===== src/rtl/tlb_lookup_unit.sv =====
// Fully associative TLB with a combinational lookup and a miss FSM that drives a page-table replacer.
// Optional invalidate port and its logic are compiled in with `define TLB_FLUSH_EN.
module tlb_lookup_unit #(
    parameter int EntryCount = 8,
    parameter int PageW      = 20,
    parameter int FlagsW     = 8,
    parameter int AccessW    = 2
) (
    input  logic                        clk_i,
    input  logic                        rst_i,
    input  logic                        requestValid_i,
    input  logic [PageW-1:0]            requestPage_i,
    input  logic [AccessW-1:0]          requestAccessType_i,
    output logic                        done_o,
    // Entry layout: {valid, fault, pageNumber[PageW], flags[FlagsW]}
    output logic [PageW+FlagsW+1:0]     result_o,
    output logic                        replacerEnable_o,
    output logic [PageW-1:0]            replacerMissPage_o,
    output logic [AccessW-1:0]          replacerMissAccessType_o,
    input  logic                        replacerDone_i,
`ifdef TLB_FLUSH_EN
    input  logic                        flush_i,
`endif
    input  logic                        tlbWriteEnable_i,
    input  logic [PageW-1:0]            tlbWriteKey_i,
    input  logic [PageW+FlagsW+1:0]     tlbWriteValue_i
);

    localparam int EntryW = PageW + FlagsW + 2;
    localparam int IdxW   = (EntryCount > 1) ? $clog2(EntryCount) : 1;

    localparam logic [0:0] StateDefault = 1'b0;
    localparam logic [0:0] StateMiss    = 1'b1;

    localparam logic [AccessW-1:0] AccessInstruction = '0;

    logic [0:0]         state_q, state_d;
    logic [EntryCount-1:0] valid_q, valid_d;
    logic [PageW-1:0]   key_q   [EntryCount];
    logic [EntryW-1:0]  value_q [EntryCount];
    logic [IdxW-1:0]    replace_idx_q, replace_idx_d;
    logic [PageW-1:0]   miss_page_q, miss_page_d;
    logic [AccessW-1:0] miss_type_q, miss_type_d;

    logic               lookup_hit;
    logic [EntryW-1:0]  lookup_entry;
    logic               write_hit;
    logic [IdxW-1:0]    write_hit_idx;
    logic               write_en;
    logic [IdxW-1:0]    write_tgt;
    logic               flush_w;
    logic               drop_refill;

`ifdef TLB_FLUSH_EN
    logic discard_q, discard_d;

    assign flush_w     = flush_i;
    assign drop_refill = (state_q == StateMiss) && discard_q;

    // A flush during a walk poisons the refill; the poison lives only as long as the walk.
    always_comb begin
        discard_d = 1'b0;
        if (state_q == StateMiss && !replacerDone_i) begin
            discard_d = discard_q | flush_i;
        end
    end

    always_ff @(posedge clk_i) begin
        if (rst_i) begin
            discard_q <= 1'b0;
        end else begin
            discard_q <= discard_d;
        end
    end
`else
    assign flush_w     = 1'b0;
    assign drop_refill = 1'b0;
`endif

    // Keys are unique among valid entries, so OR-combining the hit values yields the single match.
    always_comb begin
        lookup_hit    = 1'b0;
        lookup_entry  = '0;
        write_hit     = 1'b0;
        write_hit_idx = '0;
        for (int i = 0; i < EntryCount; i++) begin
            if (valid_q[i] && key_q[i] == requestPage_i) begin
                lookup_hit   = 1'b1;
                lookup_entry = lookup_entry | value_q[i];
            end
            if (valid_q[i] && key_q[i] == tlbWriteKey_i) begin
                write_hit     = 1'b1;
                write_hit_idx = IdxW'(i);
            end
        end
    end

    always_comb begin
        state_d     = state_q;
        miss_page_d = miss_page_q;
        miss_type_d = miss_type_q;
        done_o      = 1'b0;
        result_o    = '0;
        case (state_q)
            StateDefault: begin
                if (requestValid_i) begin
                    if (lookup_hit && !flush_w) begin
                        done_o   = 1'b1;
                        result_o = lookup_entry;
                    end else begin
                        state_d     = StateMiss;
                        miss_page_d = requestPage_i;
                        miss_type_d = requestAccessType_i;
                    end
                end
            end
            StateMiss: begin
                if (replacerDone_i) begin
                    state_d = StateDefault;
                end
            end
            default: state_d = StateDefault;
        endcase
    end

    // Installs overwrite an existing copy of the key; otherwise round-robin into the next slot.
    always_comb begin
        valid_d       = flush_w ? '0 : valid_q;
        replace_idx_d = replace_idx_q;
        write_en      = tlbWriteEnable_i && !flush_w && !drop_refill;
        write_tgt     = write_hit ? write_hit_idx : replace_idx_q;
        if (write_en) begin
            valid_d[write_tgt] = 1'b1;
            if (!write_hit) begin
                replace_idx_d = (replace_idx_q == IdxW'(EntryCount - 1)) ? '0 : replace_idx_q + 1'b1;
            end
        end
    end

    always_ff @(posedge clk_i) begin
        if (rst_i) begin
            state_q       <= StateDefault;
            valid_q       <= '0;
            replace_idx_q <= '0;
            miss_page_q   <= '0;
            miss_type_q   <= AccessInstruction;
        end else begin
            state_q       <= state_d;
            valid_q       <= valid_d;
            replace_idx_q <= replace_idx_d;
            miss_page_q   <= miss_page_d;
            miss_type_q   <= miss_type_d;
        end
    end

    always_ff @(posedge clk_i) begin
        if (write_en) begin
            key_q[write_tgt]   <= tlbWriteKey_i;
            value_q[write_tgt] <= tlbWriteValue_i;
        end
    end

    assign replacerEnable_o         = (state_q == StateMiss);
    assign replacerMissPage_o       = miss_page_q;
    assign replacerMissAccessType_o = miss_type_q;

endmodule


===== config.mk =====
export PLATFORM = sky130hd
export DESIGN_NAME = tlb_lookup_unit
export DESIGN_NICKNAME = d
export VERILOG_FILES = /design/src/rtl/tlb_lookup_unit.sv
export SDC_FILE = /design/constraint.sdc
export NUM_CORES = 1
export LEC_CHECK = 0
export ABC_CLOCK_PERIOD_IN_PS = 7200
export BUFFER_PORTS_ARGS = -buffer_cell sky130_fd_sc_hd__buf_2
export CAP_MARGIN = 10
export CORE_ASPECT_RATIO = 0.7
export CORE_MARGIN = 2
export CORE_UTILIZATION = 25
export DETAILED_ROUTE_END_ITERATION = 10
export GPL_TIMING_DRIVEN = 0
export HOLD_SLACK_MARGIN = 0.05
export PLACE_DENSITY = 0.37
export SLEW_MARGIN = 10
export SYNTH_ARGS = -nofsm -noshare
export SYNTH_HDL_FRONTEND = slang
export SYNTH_SLANG_ARGS = --single-unit

===== constraint.sdc =====
create_clock -name clk_i -period 7.2 [get_ports clk_i]
set_clock_uncertainty 0.2 [all_clocks]
set_input_delay 1.08 -clock clk_i [delete_from_list [all_inputs] [get_ports clk_i]]
set_output_delay 1.08 -clock clk_i [all_outputs]
set_load 0.005 [all_outputs]

# Word-level counts from Yosys, hierarchy flattened
# Memories as Yosys holds them, arrays and structs flattened.
# Index checks and enable logic that the tools add are counted.
[op_classes]
add_sub_neg = 1
mul = 0
n_div = 0
magnitude_cmp = 2
eq_ne = 17
shifts = 0
n_mux = 47
bitwise = 11
n_reduce_logical = 19
[ops]
columns = ["operator", "n"]
rows = [
  ["30-bit two-way mux", 11],
  ["20-bit equality test", 16],
  ["30-bit OR", 7],
  ["1-bit two-way mux", 26],
  ["3-bit two-way mux", 7],
  ["1-bit logical AND", 17],
  ["8-bit OR", 1],
  ["3-bit by 4-bit < comparator with 1-bit output (second input constant)", 1],
  ["3-bit by 1-bit adder with 3-bit output (second input constant)", 1],
  ["1-bit demux with 3-bit select", 1],
  ["3-bit equality test (second input constant)", 1],
  ["3-bit by 1-bit >= comparator with 1-bit output (second input constant)", 1],
  ["1-bit inverter", 3],
  ["3-bit AND reduction", 1],
  ["2-bit two-way mux", 1],
  ["1-bit case mux with 2 select lines", 1],
  ["2-bit AND reduction", 1],
]
[word_totals]
regBits = 34
latchBits = 0
mem_bits_rw = 400
mem_bits_ro = 0
input_bits = 77
output_inout_bits = 54
word_cells = 104
mem_count = 2
[mem_list]
columns = ["memory", "words", "word_bits", "read_ports", "rd_ports_with_merged_regs", "wr", "line_no", "source"]
rows = [
  ["value_q", 8, 30, 8, 0, 1, "40", "logic [EntryW-1:0] value_q [EntryCount];"],
  ["key_q", 8, 20, 8, 0, 1, "39", "logic [PageW-1:0] key_q [EntryCount];"],
]

# Longest topological paths before layout
# An unclocked memory read counts as a cell.
[depth]
depth_word = 21
ltp_mapped = 11
ltp_nobuf = 8

# Worst setup path after synthesis
# OpenSTA, ideal clock, no wires.
[synth_path]
kind = "input -> register"
start = "input port tlbWriteKey_i[7]"
end = "memory key_q[1][0], enable pin"
setup_ns = 0.458
t_arrival_ns = 4.957
required_ns = 6.542
path_slack_ns = 1.585
cell_stages = 10
path_buffers = 2
cell_sequence = "buf_4 xor2_1 nor4_1 nand4_1 or4_4 nand4_2 nor3_1 or2_1 buf_2 nor2_1"
[synth_via]
elab_chain_cells = 11
word_cells_on_any_way = 32
classes_between = "eq/ne: 8; mux: 16; reduce/logical: 8"
[synth_rtl]
columns = ["item", "line_no", "source"]
rows = [
  ["start: declaration", "25", "input logic [PageW-1:0] tlbWriteKey_i,"],
  ["20-bit equality test", "91", "if (valid_q[i] && key_q[i] == tlbWriteKey_i) begin"],
  ["1-bit logical AND", "91", ""],
  ["1-bit two-way mux (8 in a row)", "91", ""],
  ["3-bit two-way mux *", "131", "write_tgt = write_hit ? write_hit_idx : replace_idx_q;"],
  ["end: declaration", "39", ""],
]
# Every way passes the cells marked *; elsewhere a longest branch is shown, timed or not.

# Worst setup path after layout
[layout_path]
start = "input port requestPage_i[15]"
end = "output port result_o[3]"
[layout_via]
elab_chain_cells = 20
word_cells_on_any_way = 42
classes_between = "eq/ne: 8; mux: 19; bitwise: 7; reduce/logical: 8"
[layout_rtl]
columns = ["item", "line_no", "source"]
rows = [
  ["start: declaration", "12", "input logic [PageW-1:0] requestPage_i,"],
  ["20-bit equality test", "87", "if (valid_q[i] && key_q[i] == requestPage_i) begin"],
  ["1-bit logical AND", "87", ""],
  ["30-bit two-way mux", "87", ""],
  ["30-bit OR", "89", "lookup_entry = lookup_entry | value_q[i];"],
  ["30-bit two-way mux", "87", ""],
  ["30-bit OR", "89", ""],
  ["30-bit two-way mux", "87", ""],
  ["30-bit OR", "89", ""],
  ["[4 not listed]", "--", ""],
  ["30-bit two-way mux", "87", ""],
  ["30-bit OR", "89", ""],
  ["30-bit two-way mux", "87", ""],
  ["30-bit OR", "89", ""],
  ["30-bit two-way mux", "87", ""],
  ["30-bit two-way mux *", "107", "if (lookup_hit && !flush_w) begin"],
  ["30-bit two-way mux *", "106", "if (requestValid_i) begin"],
  ["30-bit two-way mux *", "104", "case (state_q)"],
  ["end: declaration", "16", "output logic [PageW+FlagsW+1:0] result_o,"],
]
# Marks and branches as above.

==> impl_results.md <==
- Status: finished clean
- Worst setup EP type: primary output
- Net Sw Frac: 23.1%
- Multi-input logic area: 0.00591 mm2
- P_leak: 0.00730 uW
- Chip width: ~330 um
- Max-cap check violation count: 0
- Number of remaining DRC errors: 0
- Antenna viol nets, final: 0
- Post-Synthesis Cells: 1211
- CTS tree: done
- I/O Buffers: 110
- Starting Density: 25.3%
- Critical R2R Capture: value_q[2][26]$_DFFE_PP_
- Die area: 0.0786 mm2
- Postcts setup bufs: 0
- Total gr overflow: 0
- Worst stage delay on the critical path: 840 ps
- CP Max Fanout: 10
- Routed wire per std cell: 29.2 um
- # fillers: 7416
- Worst R2R Setup Slack: 1980 ps
- Share of total power in combinational logic: ~6.7%
- Final worst path period share: between 90% and 100%
- Setup Viol. Count Final: 0
- Max_slew headroom: 8.55%
- Layout Nets: 1472
- Starting DRT DRC Count: 1097
- Synthesized area: roughly 0.019 mm2
- Flop pwr share: 47.3%
- Core area: 0.0754 mm2
- Syn avg cell area: 15.8 um2
- Setup CP Type: input pin to primary output
- DR vias/cell: approximately 4.6
- #FFs+latches synth: between 400 and 500
- Slowest cell on crit path: clkbuf_1
- Final Hold Vio Count: 0
- Number of global-route vias before repair: 11400
- Post-synth net total: 1290
- PD cells: 260 mW/mm2
- Worst EP arrival: between 5000 and 6000 ps
- Tmin final: about 6500 ps
- Hold path depth: 2
- Async S/R FF share, synth: 0%
- Clock Latency Late Sink: approximately 600 ps
- Fin Setup TNS: 0 ps
- Die Span Y: 235 um
- H-tree depth: 2
- Req. time, crit path: 5920 ps
- Count of cell types in the netlist: 47
- Num rows: 84
- Post-CTS Hold Buffers: 0
- Global-route wire length before repair: 97400 um
- Least-Margin Pin Slew: 1340 ps
- Worst Hold Launch: replacerMissPage_o[0]$_SDFFE_PP0P_
- Hold EP: replacerMissPage_o[0]$_SDFFE_PP0P_
- Clk pwr share: 46.0%
- Seq/Total Area, Yosys: 66.5%
- Ys Warns: 0
- Number of detailed-route iterations in the first pass: 7
- Hpwl dp: 52000 um
- Register area: 0.0127 mm2
- PostCTS Resize Cnt: 0
- Syn-to-layout area delta: 21.2%
- Cell Int Power: 4630 uW
- Worst r2r src: key_q[5][0]$_DFFE_PP_
- Clock Sinks: 434
- Max Clk Rate: 0.154 GHz
- Layout cell share with drive strength beyond 1: 21.9%
- Pin count of the biggest net entering global routing: 20
- Clock root buffer: clkbuf_16
- CP most frequent cell: clkbuf_1
- Unrepaired setup endpoints after global routing: false
- Finished Core Util: slightly above 30%
- Psw: 1390 uW
- Gpl congestion: 0.888
- Cell Chain, Critical Path: buf_4, xnor2_1, nand4_1, nor4_2, clkbuf_1, clkbuf_1, a22oi_1, a31oi_4, buf_2
- Ports: about 130
- Max Transition Viols Final: 0
- CP startpoint kind: input pin
- Hold crit path type: flip-flop to flip-flop
- Antenna cells: 0
- Clk slew on worst S/H paths: approximately 60 ps
- GRT Overall Usage: 18.0%
- Worst r2r path cells: 11
- Initial antenna violation count: 4
- DR vias: 11200
- Prevailing post-synth register cell: edfxtp_1
- CTS Buffer Depth: 3
- Hold WS: ~290 ps
- Post-synth EDFFs: 400
- CTS Buf Count: 50
- Worst vdd ir: 0.157 mV
- Routed WL: 70800 um
[metrics by stage]
stage	std cells	power, uW	instance area, um2	setup slack [ps]
2_1_floorplan	1211	3090	19100	1590
3_3_place_gp	2310	3300	20900	-3300
3_5_place_dp	2330	3300	21400	487
4_1_cts	2421	6100	23100	485
5_1_grt	2421	6220	23100	353
6_report	2421	6020	23100	688
[final cells by class]
class / instances / area share (%)
plain buffers: 76 / 2.23
clock buffers: 61 / 5.81
clock inverters: 30 / 1.79
inverters: 7 / 0.114
multi-input cells: 694 / 25.6
flip-flops and latches: 434 / 54.9
well taps: 989 / 5.35
repair buffers: 130 / 4.30
[power groups by stage]
stage	Sequential [uW]	Clock [uW]	Combinational, uW
floorplan	2900	0	194
global placement	2910	0	388
global route	2850	2940	431
detailed placement	2900	0	404
CTS	2850	2850	406
finish	2850	2770	404
[cells by family after synthesis]
family          synth area share, %
compound gates                 8.97
xor+xnor                       14.6
buf+inv                        2.84
mux                            1.31
simple gates                   5.61
flops                          66.5
fa+ha+maj                     0.131
[flip-flops by register name (all words and copies together), names as in the netlist]
name / count
replace_idx_q: 3
replacerMissPage_o: 20
replacerEnable_o: 1
valid_q: 8
replacerMissAccessType_o: 2
key_q: 160
value_q: 240
[worst max-delay path by stage]
stage,slack [ps],endpoint,from
2_1_floorplan,1590,key_q[1][0]$_DFFE_PP_,tlbWriteKey_i[7]
3_3_place_gp,-3300,value_q[3][26]$_DFFE_PP_,tlbWriteKey_i[16]
3_5_place_dp,490,result_o[3],requestPage_i[8]
4_1_cts,480,result_o[3],requestPage_i[8]
5_1_grt,350,result_o[3],requestPage_i[15]
6_report,690,result_o[3],requestPage_i[15]
[routing by layer]
layer / wire, um / GRT usage, % / up-vias
met4: 950 / 3.19 / 6
met5: 34 / 0 / -
li1: - / - / 5007
met2: 28300 / 24.6 / 292
met3: 5030 / 5.01 / 63
met1: 36500 / 27.9 / 5792
[layout by cell type, fill, tap and decap left out, drive strengths merged]
| cell | instances |
|---|---|
| nor3 | 6 |
| clkinvlp | 1 |
| bufinv | 10 |
| or3b | 1 |
| buf | 182 |
| nand4 | 47 |
| o22ai | 1 |
| inv | 7 |
| o31ai | 8 |
| a21oi | 2 |
| nor4 | 48 |
| or2 | 3 |
| nand3 | 15 |
| nor2 | 40 |
| edfxtp | 400 |
| o21ai | 1 |
| dfxtp | 34 |
| or4 | 3 |
| or3 | 1 |
| a22oi | 61 |
| a22o | 30 |
| o221a | 1 |
| xnor2 | 181 |
| and4 | 1 |
| o21a | 1 |
| o211ai | 2 |
| xor2 | 138 |
| nand2 | 4 |
| a221oi | 30 |
| ha | 2 |
| a31oi | 31 |
| mux2i | 25 |
| a2111oi | 1 |
| a211o | 1 |
| nand2b | 9 |
| clkbuf | 85 |
| clkinv | 19 |
[synth_stat cells, types with 5 or more instances]
cell type | number | area, um2
a31oi_4 | 23 | 489
nand4_1 | 46 | 288
inv_1 | 6 | 22.5
clkbuf_1 | 24 | 90.1
nor2_1 | 40 | 150
buf_4 | 38 | 285
nor4_2 | 8 | 100
xnor2_1 | 181 | 1590
a31oi_2 | 6 | 75.1
nor3_1 | 5 | 25.0
mux2i_1 | 25 | 250
nor4_1 | 39 | 244
buf_2 | 7 | 35.0
xor2_1 | 138 | 1210
nand3_1 | 15 | 75.1
a221oi_1 | 30 | 263
edfxtp_1 | 400 | 12000
nand2b_1 | 9 | 56.3
a22oi_1 | 61 | 458
dfxtp_1 | 34 | 681
a22o_1 | 30 | 263
[worst max-delay path, delay by kind of cell]
kind,cells,cell delay [ps]
XOR/XNOR,1,590
AO/OA/AOI/OAI,2,520
AND/OR/NAND/NOR,2,1090
buffers and inverters,4,1930
Note: power is estimated with default switching activity, not from simulation.
